==> config.mk <==
export PLATFORM = sky130hd
export DESIGN_NAME = seq_alu
export DESIGN_NICKNAME = d
export VERILOG_FILES = /design/src/rtl/alu_pkg.sv /design/src/rtl/seq_muldiv.sv /design/src/rtl/seq_alu.sv
export SDC_FILE = /design/constraint.sdc
export NUM_CORES = 1
export LEC_CHECK = 0
export CORE_MARGIN = 1.5
export CORE_UTILIZATION = 42
export DETAILED_ROUTE_END_ITERATION = 12
export SKIP_CTS_REPAIR_TIMING = 1
export SLEW_MARGIN = 5
export SYNTH_ARGS = -nofsm -noshare
export SYNTH_HDL_FRONTEND = slang
export SYNTH_SLANG_ARGS = --single-unit
==> constraint.sdc <==
create_clock -name clk -period 6.7 [get_ports clk]
set_clock_uncertainty 0.2 [all_clocks]
set_input_delay 1.005 -clock clk [delete_from_list [all_inputs] [get_ports clk]]
set_output_delay 1.005 -clock clk [all_outputs]
set_load 0.05 [all_outputs]
==> src/rtl/alu_pkg.sv <==
// Shared types for the sequential ALU: operation codes, FSM states and
// the decode helper that splits base operations from multiply/divide.
package alu_pkg;

    typedef enum logic [4:0] {
        OP_AND    = 5'b00000,
        OP_OR     = 5'b00001,
        OP_ADD    = 5'b00010,
        OP_SLTU   = 5'b00011,
        OP_SUB    = 5'b00110,
        OP_SLT    = 5'b00111,
        OP_XOR    = 5'b01000,
        OP_SLL    = 5'b01001,
        OP_SRL    = 5'b01010,
        OP_SRA    = 5'b01011,
        OP_MUL    = 5'b10000,
        OP_MULH   = 5'b10001,
        OP_MULHSU = 5'b10010,
        OP_MULHU  = 5'b10011,
        OP_DIV    = 5'b10100,
        OP_DIVU   = 5'b10101,
        OP_REM    = 5'b10110,
        OP_REMU   = 5'b10111
    } alu_op_e;

    typedef enum logic [1:0] {
        ST_IDLE = 2'b00,
        ST_BUSY = 2'b01,
        ST_DONE = 2'b10
    } alu_state_e;

    function automatic logic is_muldiv(input logic [4:0] op);
        return op[4];
    endfunction

endpackage

==> src/rtl/seq_muldiv.sv <==
// Iterative multiply/divide unit: shift-add multiply and restoring divide on
// operand magnitudes, one bit per cycle, sign fix-up folded into the last step.
module seq_muldiv #(
    parameter int XLEN = 32,
    localparam int SHW = $clog2(XLEN)
) (
    input  logic            clk,
    input  logic            rst_n,
    input  logic            abort,
    input  logic            start,
    input  logic [2:0]      op,
    input  logic [XLEN-1:0] operand_a,
    input  logic [XLEN-1:0] operand_b,
    output logic            done,
    output logic [XLEN-1:0] result
);

    logic            run_q,   run_d;
    logic [SHW-1:0]  cnt_q,   cnt_d;
    logic [XLEN-1:0] acc_q,   acc_d;
    logic [XLEN-1:0] lo_q,    lo_d;
    logic [XLEN-1:0] mcand_q, mcand_d;
    logic [2:0]      op_q,    op_d;
    logic            neg_q,   neg_d;
    logic            dz_q,    dz_d;

    logic            is_div_s, sgn_a_s, sgn_b_s, neg_a_s, neg_b_s;
    logic [XLEN-1:0] mag_a_s, mag_b_s;
    logic [XLEN:0]   mul_sum_s;
    logic [XLEN:0]   div_shift_s;
    logic [XLEN+1:0] div_diff_s;
    logic [XLEN-1:0] step_acc_s, step_lo_s;
    logic [2*XLEN-1:0] prod_s, prod_fix_s;

    // Operand conditioning at start: signedness per op and magnitudes.
    always_comb begin
        is_div_s = op[2];
        if (is_div_s) begin
            sgn_a_s = ~op[0];
            sgn_b_s = ~op[0];
        end else begin
            sgn_a_s = (op[1:0] != 2'b11);
            sgn_b_s = ~op[1];
        end
        neg_a_s = sgn_a_s & operand_a[XLEN-1];
        neg_b_s = sgn_b_s & operand_b[XLEN-1];
        mag_a_s = neg_a_s ? (-operand_a) : operand_a;
        mag_b_s = neg_b_s ? (-operand_b) : operand_b;
    end

    // One iteration of the shared datapath; acc holds product-high or remainder.
    always_comb begin
        mul_sum_s   = {1'b0, acc_q} + (lo_q[0] ? {1'b0, mcand_q} : {(XLEN+1){1'b0}});
        div_shift_s = {acc_q, lo_q[XLEN-1]};
        div_diff_s  = {1'b0, div_shift_s} - {2'b00, mcand_q};
        if (op_q[2]) begin
            if (!div_diff_s[XLEN+1]) begin
                step_acc_s = div_diff_s[XLEN-1:0];
                step_lo_s  = {lo_q[XLEN-2:0], 1'b1};
            end else begin
                step_acc_s = div_shift_s[XLEN-1:0];
                step_lo_s  = {lo_q[XLEN-2:0], 1'b0};
            end
        end else begin
            step_acc_s = mul_sum_s[XLEN:1];
            step_lo_s  = {mul_sum_s[0], lo_q[XLEN-1:1]};
        end
    end

    // Sign fix-up applied to the post-step value so the final edge writes it.
    always_comb begin
        prod_s     = {step_acc_s, step_lo_s};
        prod_fix_s = neg_q ? (-prod_s) : prod_s;
        case (op_q)
            3'b000:                 result = prod_fix_s[XLEN-1:0];
            3'b001, 3'b010, 3'b011: result = prod_fix_s[2*XLEN-1:XLEN];
            // Divide by zero forces an all-ones quotient regardless of signs.
            3'b100, 3'b101:         result = dz_q ? {XLEN{1'b1}} : (neg_q ? (-step_lo_s) : step_lo_s);
            3'b110, 3'b111:         result = neg_q ? (-step_acc_s) : step_acc_s;
            default:                result = {XLEN{1'b0}};
        endcase
    end

    assign done = run_q && (cnt_q == {SHW{1'b0}});

    // Next-state: abort wins, then load on start, then iterate while running.
    always_comb begin
        run_d   = run_q;
        cnt_d   = cnt_q;
        acc_d   = acc_q;
        lo_d    = lo_q;
        mcand_d = mcand_q;
        op_d    = op_q;
        neg_d   = neg_q;
        dz_d    = dz_q;
        if (abort) begin
            run_d = 1'b0;
            cnt_d = {SHW{1'b0}};
        end else if (start) begin
            run_d = 1'b1;
            cnt_d = SHW'(XLEN - 1);
            acc_d = {XLEN{1'b0}};
            op_d  = op;
            if (is_div_s) begin
                lo_d    = mag_a_s;
                mcand_d = mag_b_s;
                neg_d   = op[1] ? neg_a_s : (neg_a_s ^ neg_b_s);
                dz_d    = (operand_b == {XLEN{1'b0}});
            end else begin
                lo_d    = mag_b_s;
                mcand_d = mag_a_s;
                neg_d   = neg_a_s ^ neg_b_s;
                dz_d    = 1'b0;
            end
        end else if (run_q) begin
            acc_d = step_acc_s;
            lo_d  = step_lo_s;
            if (cnt_q == {SHW{1'b0}}) begin
                run_d = 1'b0;
            end else begin
                cnt_d = cnt_q - SHW'(1);
            end
        end else begin
            run_d = 1'b0;
        end
    end

    // Datapath and control registers.
    always_ff @(posedge clk or negedge rst_n) begin
        if (!rst_n) begin
            run_q   <= 1'b0;
            cnt_q   <= {SHW{1'b0}};
            acc_q   <= {XLEN{1'b0}};
            lo_q    <= {XLEN{1'b0}};
            mcand_q <= {XLEN{1'b0}};
            op_q    <= 3'b000;
            neg_q   <= 1'b0;
            dz_q    <= 1'b0;
        end else begin
            run_q   <= run_d;
            cnt_q   <= cnt_d;
            acc_q   <= acc_d;
            lo_q    <= lo_d;
            mcand_q <= mcand_d;
            op_q    <= op_d;
            neg_q   <= neg_d;
            dz_q    <= dz_d;
        end
    end

endmodule

==> src/rtl/seq_alu.sv <==
// Handshaked sequential ALU: single-cycle base ops, iterative M ops via
// seq_muldiv, registered result held until the consumer accepts it.
module seq_alu #(
    parameter int XLEN = 32,
    localparam int SHW = $clog2(XLEN)
) (
    input  logic            clk,
    input  logic            rst_n,
    input  logic            flush,
    input  logic            in_valid,
    output logic            in_ready,
    input  logic [4:0]      op,
    input  logic [XLEN-1:0] operand_a,
    input  logic [XLEN-1:0] operand_b,
    output logic            out_valid,
    input  logic            out_ready,
    output logic [XLEN-1:0] result,
    output logic            zero
);
    import alu_pkg::*;

    alu_state_e      state_q, state_d;
    logic [XLEN-1:0] result_q, result_d;
    logic            zero_q, zero_d;
    logic [XLEN-1:0] base_res_s, md_result_s;
    logic [SHW-1:0]  shamt_s;
    logic            md_start_s, md_done_s;

    seq_muldiv #(.XLEN(XLEN)) u_muldiv (
        .clk       (clk),
        .rst_n     (rst_n),
        .abort     (flush),
        .start     (md_start_s),
        .op        (op[2:0]),
        .operand_a (operand_a),
        .operand_b (operand_b),
        .done      (md_done_s),
        .result    (md_result_s)
    );

    // Base-op result; undefined codes yield zero.
    always_comb begin
        shamt_s = operand_b[SHW-1:0];
        case (op)
            OP_ADD:  base_res_s = operand_a + operand_b;
            OP_SUB:  base_res_s = operand_a - operand_b;
            OP_XOR:  base_res_s = operand_a ^ operand_b;
            OP_OR:   base_res_s = operand_a | operand_b;
            OP_AND:  base_res_s = operand_a & operand_b;
            OP_SLL:  base_res_s = operand_a << shamt_s;
            OP_SRL:  base_res_s = operand_a >> shamt_s;
            OP_SRA:  base_res_s = $signed(operand_a) >>> shamt_s;
            OP_SLT:  base_res_s = {{(XLEN-1){1'b0}}, ($signed(operand_a) < $signed(operand_b))};
            OP_SLTU: base_res_s = {{(XLEN-1){1'b0}}, (operand_a < operand_b)};
            default: base_res_s = {XLEN{1'b0}};
        endcase
    end

    // FSM next-state and result capture; flush returns to a clean idle.
    always_comb begin
        state_d    = state_q;
        result_d   = result_q;
        zero_d     = zero_q;
        md_start_s = 1'b0;
        if (flush) begin
            state_d  = ST_IDLE;
            result_d = {XLEN{1'b0}};
            zero_d   = 1'b1;
        end else begin
            case (state_q)
                ST_IDLE: begin
                    if (in_valid && is_muldiv(op)) begin
                        md_start_s = 1'b1;
                        state_d    = ST_BUSY;
                    end else if (in_valid) begin
                        result_d = base_res_s;
                        zero_d   = (base_res_s == {XLEN{1'b0}});
                        state_d  = ST_DONE;
                    end else begin
                        state_d = ST_IDLE;
                    end
                end
                ST_BUSY: begin
                    if (md_done_s) begin
                        result_d = md_result_s;
                        zero_d   = (md_result_s == {XLEN{1'b0}});
                        state_d  = ST_DONE;
                    end else begin
                        state_d = ST_BUSY;
                    end
                end
                ST_DONE: begin
                    if (out_ready) begin
                        state_d = ST_IDLE;
                    end else begin
                        state_d = ST_DONE;
                    end
                end
                default: begin
                    state_d  = ST_IDLE;
                    result_d = {XLEN{1'b0}};
                    zero_d   = 1'b1;
                end
            endcase
        end
    end

    // State and output registers.
    always_ff @(posedge clk or negedge rst_n) begin
        if (!rst_n) begin
            state_q  <= ST_IDLE;
            result_q <= {XLEN{1'b0}};
            zero_q   <= 1'b1;
        end else begin
            state_q  <= state_d;
            result_q <= result_d;
            zero_q   <= zero_d;
        end
    end

    assign in_ready  = (state_q == ST_IDLE);
    assign out_valid = (state_q == ST_DONE);
    assign result    = result_q;
    assign zero      = zero_q;

endmodule

==> results_dict.tcl <==
set metrics [dict create \
    hold_viol 0 \
    cp_slowest_cell "clkdlybuf4s50_1" \
    globalplace.congestion 1.03 \
    cts_buffer_depth 2 \
    synthArstFlopShare_pct 100 \
    hp-class "flop to flop" \
    cts.clk_slew.worst_paths_ns 0.07 \
    synth_edf_count 0 \
    dpl_cell_area_um2 28000 \
    via_count 29700 \
    cpLargestDelayFamily "compound AO/OA/AOI/OAI gates" \
    dp.final_hpwl_um 104000 \
    layout_min_cycle_time_ns 6.62 \
    die_x_um 246 \
    start_kind "primary input" \
    drt-total-wl_um 130000 \
    cts_root_buf "clkbuf_16" \
    synth_top_family_by_area "compound AO/OA/AOI/OAI gates" \
    post-route-period-util_pct 98.8 \
    fin_cells 4347 \
    synth-compound-area-share_pct 31.5 \
    slew-limit-headroom_pct 20.3 \
    clkSinkCount 142 \
    crit_path_max_incr_delay_ns 0.98 \
    rows 89 \
    power_density_nw_per_um2 372 \
    critPathMostFrequentCell "buf_4" \
    viasPerCell 6.82 \
    coreArea_um2 58800 \
    grt_usage_pct 42.1 \
    synthSimpleGateAreaFrac_pct 22.7 \
    dp.cells 4312 \
    drive_gt1_share_pct 13.1 \
    grt_pass1_wl_um 189000 \
    first_global_vias 27900 \
    rsz0062_at_grt "no" \
    cp-end-kind "flop" \
    h-tree-depth 4 \
    synth_cells 3409 \
    syn-num-nets 3653 \
    synthMuxAreaShare_pct 10.2 \
    grt_max_degree 89 \
    required_ns 6.91 \
    critPathBufInv 5 \
    synth_top_cell_by_area "dfrtp_1" \
    ys.flop_type "dfrtp_1" \
    antenna_found_initial 4 \
    avgSynthCellArea_um2 7.29 \
    seq_area_frac_synth_pct 14.3 \
    ios 109 \
    path_cells "clkdlybuf4s50_1 > nor3_1 > and2_1 > buf_4 > a22oi_1 > o21ai_0 > buf_4 > a211oi_1 > buf_4 > o211ai_1 > nor2_1 > o21a_1 > nand4_1 > nor4_1 > buf_4 > nand4b_1 > a2111oi_1 > a31oi_1 > o21a_1 > o21ai_1" \
    drcViolationCount 0 \
    dieArea_um2 60700 \
    synth_seq_cells 142 \
    synth_area_um2 24900 \
    dr.pass1.iters 8 \
    seq_area_um2 3560 \
    final_max_slew_viol_count 0 \
    criticalPathCategory "primary input to flop" \
    peakVddDrop_mv 0.295 \
    port_buffers 108 \
    maxCapViolCount 0 \
    outcome "complete, no violations" \
    drtIter0Drc 3764 \
    dieHeight_um 246 \
    fill_cells 5958 \
    synth_fa_ha_area_share_pct 8.68 \
    yosysWarningCount 0 \
    nets 3802 \
    max_freq_mhz 151 \
    area_growth_pct 15.3 \
    cts_tree "done" \
    synthTopCellsByArea "dfrtp_1, ha_1, mux4_2" \
    netlist.area_leader.share_pct 14.2 \
    worstPathMaxFanout 15 \
    grt-ovfl-total 0 \
    wl_per_cell_um 29.9 \
    cts_buffers 17 \
    setup_viol 0 \
    clkLatencyLatePin_ns 0.49 \
    initial_core_util_pct 42.3 \
    multi_input_area_um2 19700 \
    tightest_slew_ns 1.18 \
    ant_nets 0 \
    p_leak_nw 11.8 \
    synth_most_common_cell "nor2_1" \
    worstPathArrival_ns 6.84 \
    final_area_um2 28700 \
    synth_xor_area_share_pct 5.99 \
    synthTopCellsByCount "nor2_1, nand2_1, o21ai_0" \
    synth_cell_types 116 \
]
[routing by layer]
layer	routed length (um)	track usage, %
met1	50100	52.0
met2	58000	66.9
met5	11	0
met3	12100	8.05
met4	9670	27.1
[worst paths after layout]
kind                                        start              endpoint  slack, ns  cells after the start
worst max register to register  u_muldiv.lo_q[31]                  zero       0.43                     20
worst max-delay path                        op[3]                  zero       0.08                     20
worst min register to register         result[18]            result[18]       0.28                      2
max in group asynchronous                   rst_n   u_muldiv.mcand_q[9]       4.61                      2
min in group asynchronous                   rst_n  u_muldiv.mcand_q[26]       0.36                      1
worst min-delay path                   result[18]            result[18]       0.28                      2
[cell usage in the layout (no fill, tap or decap), types with 21 or more instances in the layout]
master           Yosys  final
nand4_1             41     41
nand2b_1            30     30
a22oi_1             37     37
nor4_1              31     31
xnor2_1            134    134
a21o_1              45     45
dfrtp_1            141    139
inv_1              164    163
a21oi_1            260    260
nor3_1              92     90
mux4_2              67     67
buf_4                4    263
a221oi_1            21     21
a31oi_1             40     40
nand2_1            311    311
ha_1               166    166
or3_1               31     31
a22o_1              31     31
nand3_1             93     93
xor2_1              36     36
o211ai_1            60     60
o31ai_1             45     45
nor2_1             356    354
clkdlybuf4s50_1      0    103
and2_1              49     49
o21ai_0            296    296
mux2i_1             84     84
and3_1              21     21
nor2b_1             23     23
o22ai_1             24     24
a211oi_1            43     43
[sequential cells by signal (all words and copies together), names as in the netlist, 2 cells and up]
name              flops
u_muldiv.cnt_q        5
u_muldiv.lo_q        32
result               32
state_q               2
u_muldiv.acc_q       32
u_muldiv.mcand_q     32
u_muldiv.op_q         3
[final cells by class]
type / count / share of cell area, %
multi-input cells: 2855 / 68.8
flip-flops and latches: 142 / 12.4
repair buffers: 376 / 11.1
well taps: 773 / 3.37
inverters: 166 / 2.17
clock buffers: 17 / 1.48
clock inverters: 15 / 0.659
diodes: 3 / 0.0262
[worst reg2reg max path: cells and delay by family, from the launching register on]
family / cells / cell delay (ns)
buffers and inverters: 2 / 0.19
XOR/XNOR: 1 / 0.17
AO/OA/AOI/OAI: 9 / 2.78
adder cells (fa/ha/maj): 2 / 0.61
flip-flops: 1 / 0.51
AND/OR/NAND/NOR: 6 / 1.74
[report_power, final]
part           leakage, nW  switching [W]  total (W)  internal, W
clock network        0.298       0.000486   0.000992     0.000506
registers             1.79       0.000341    0.00145      0.00111
logic                 9.71        0.00518    0.00824      0.00305
[kinds of logic after synthesis]
kind of cell,count (synthesis)
compound gates,1179
fa+ha+maj,170
simple gates,1169
xor+xnor,170
buf+inv,412
mux,167
flops,142
[per-stage QoR]
stage	worst slack, ns	hold slack (ns)	TNS [ns]	total power, W	utilization (%)
final	0.0777	0.284	0	0.0107	48.8
after global routing	0.0648	0.334	0	0.0112	48.7
after global placement	-0.387	0.273	-0.387	0.00931	47.7
after floorplan	0.450	0.263	0	0.00640	-
after detailed placement	-0.346	0.273	-0.346	0.00938	47.7
after CTS	0.109	0.289	0	0.0104	48.7
No activity file was read; power rests on OpenSTA's default activity.
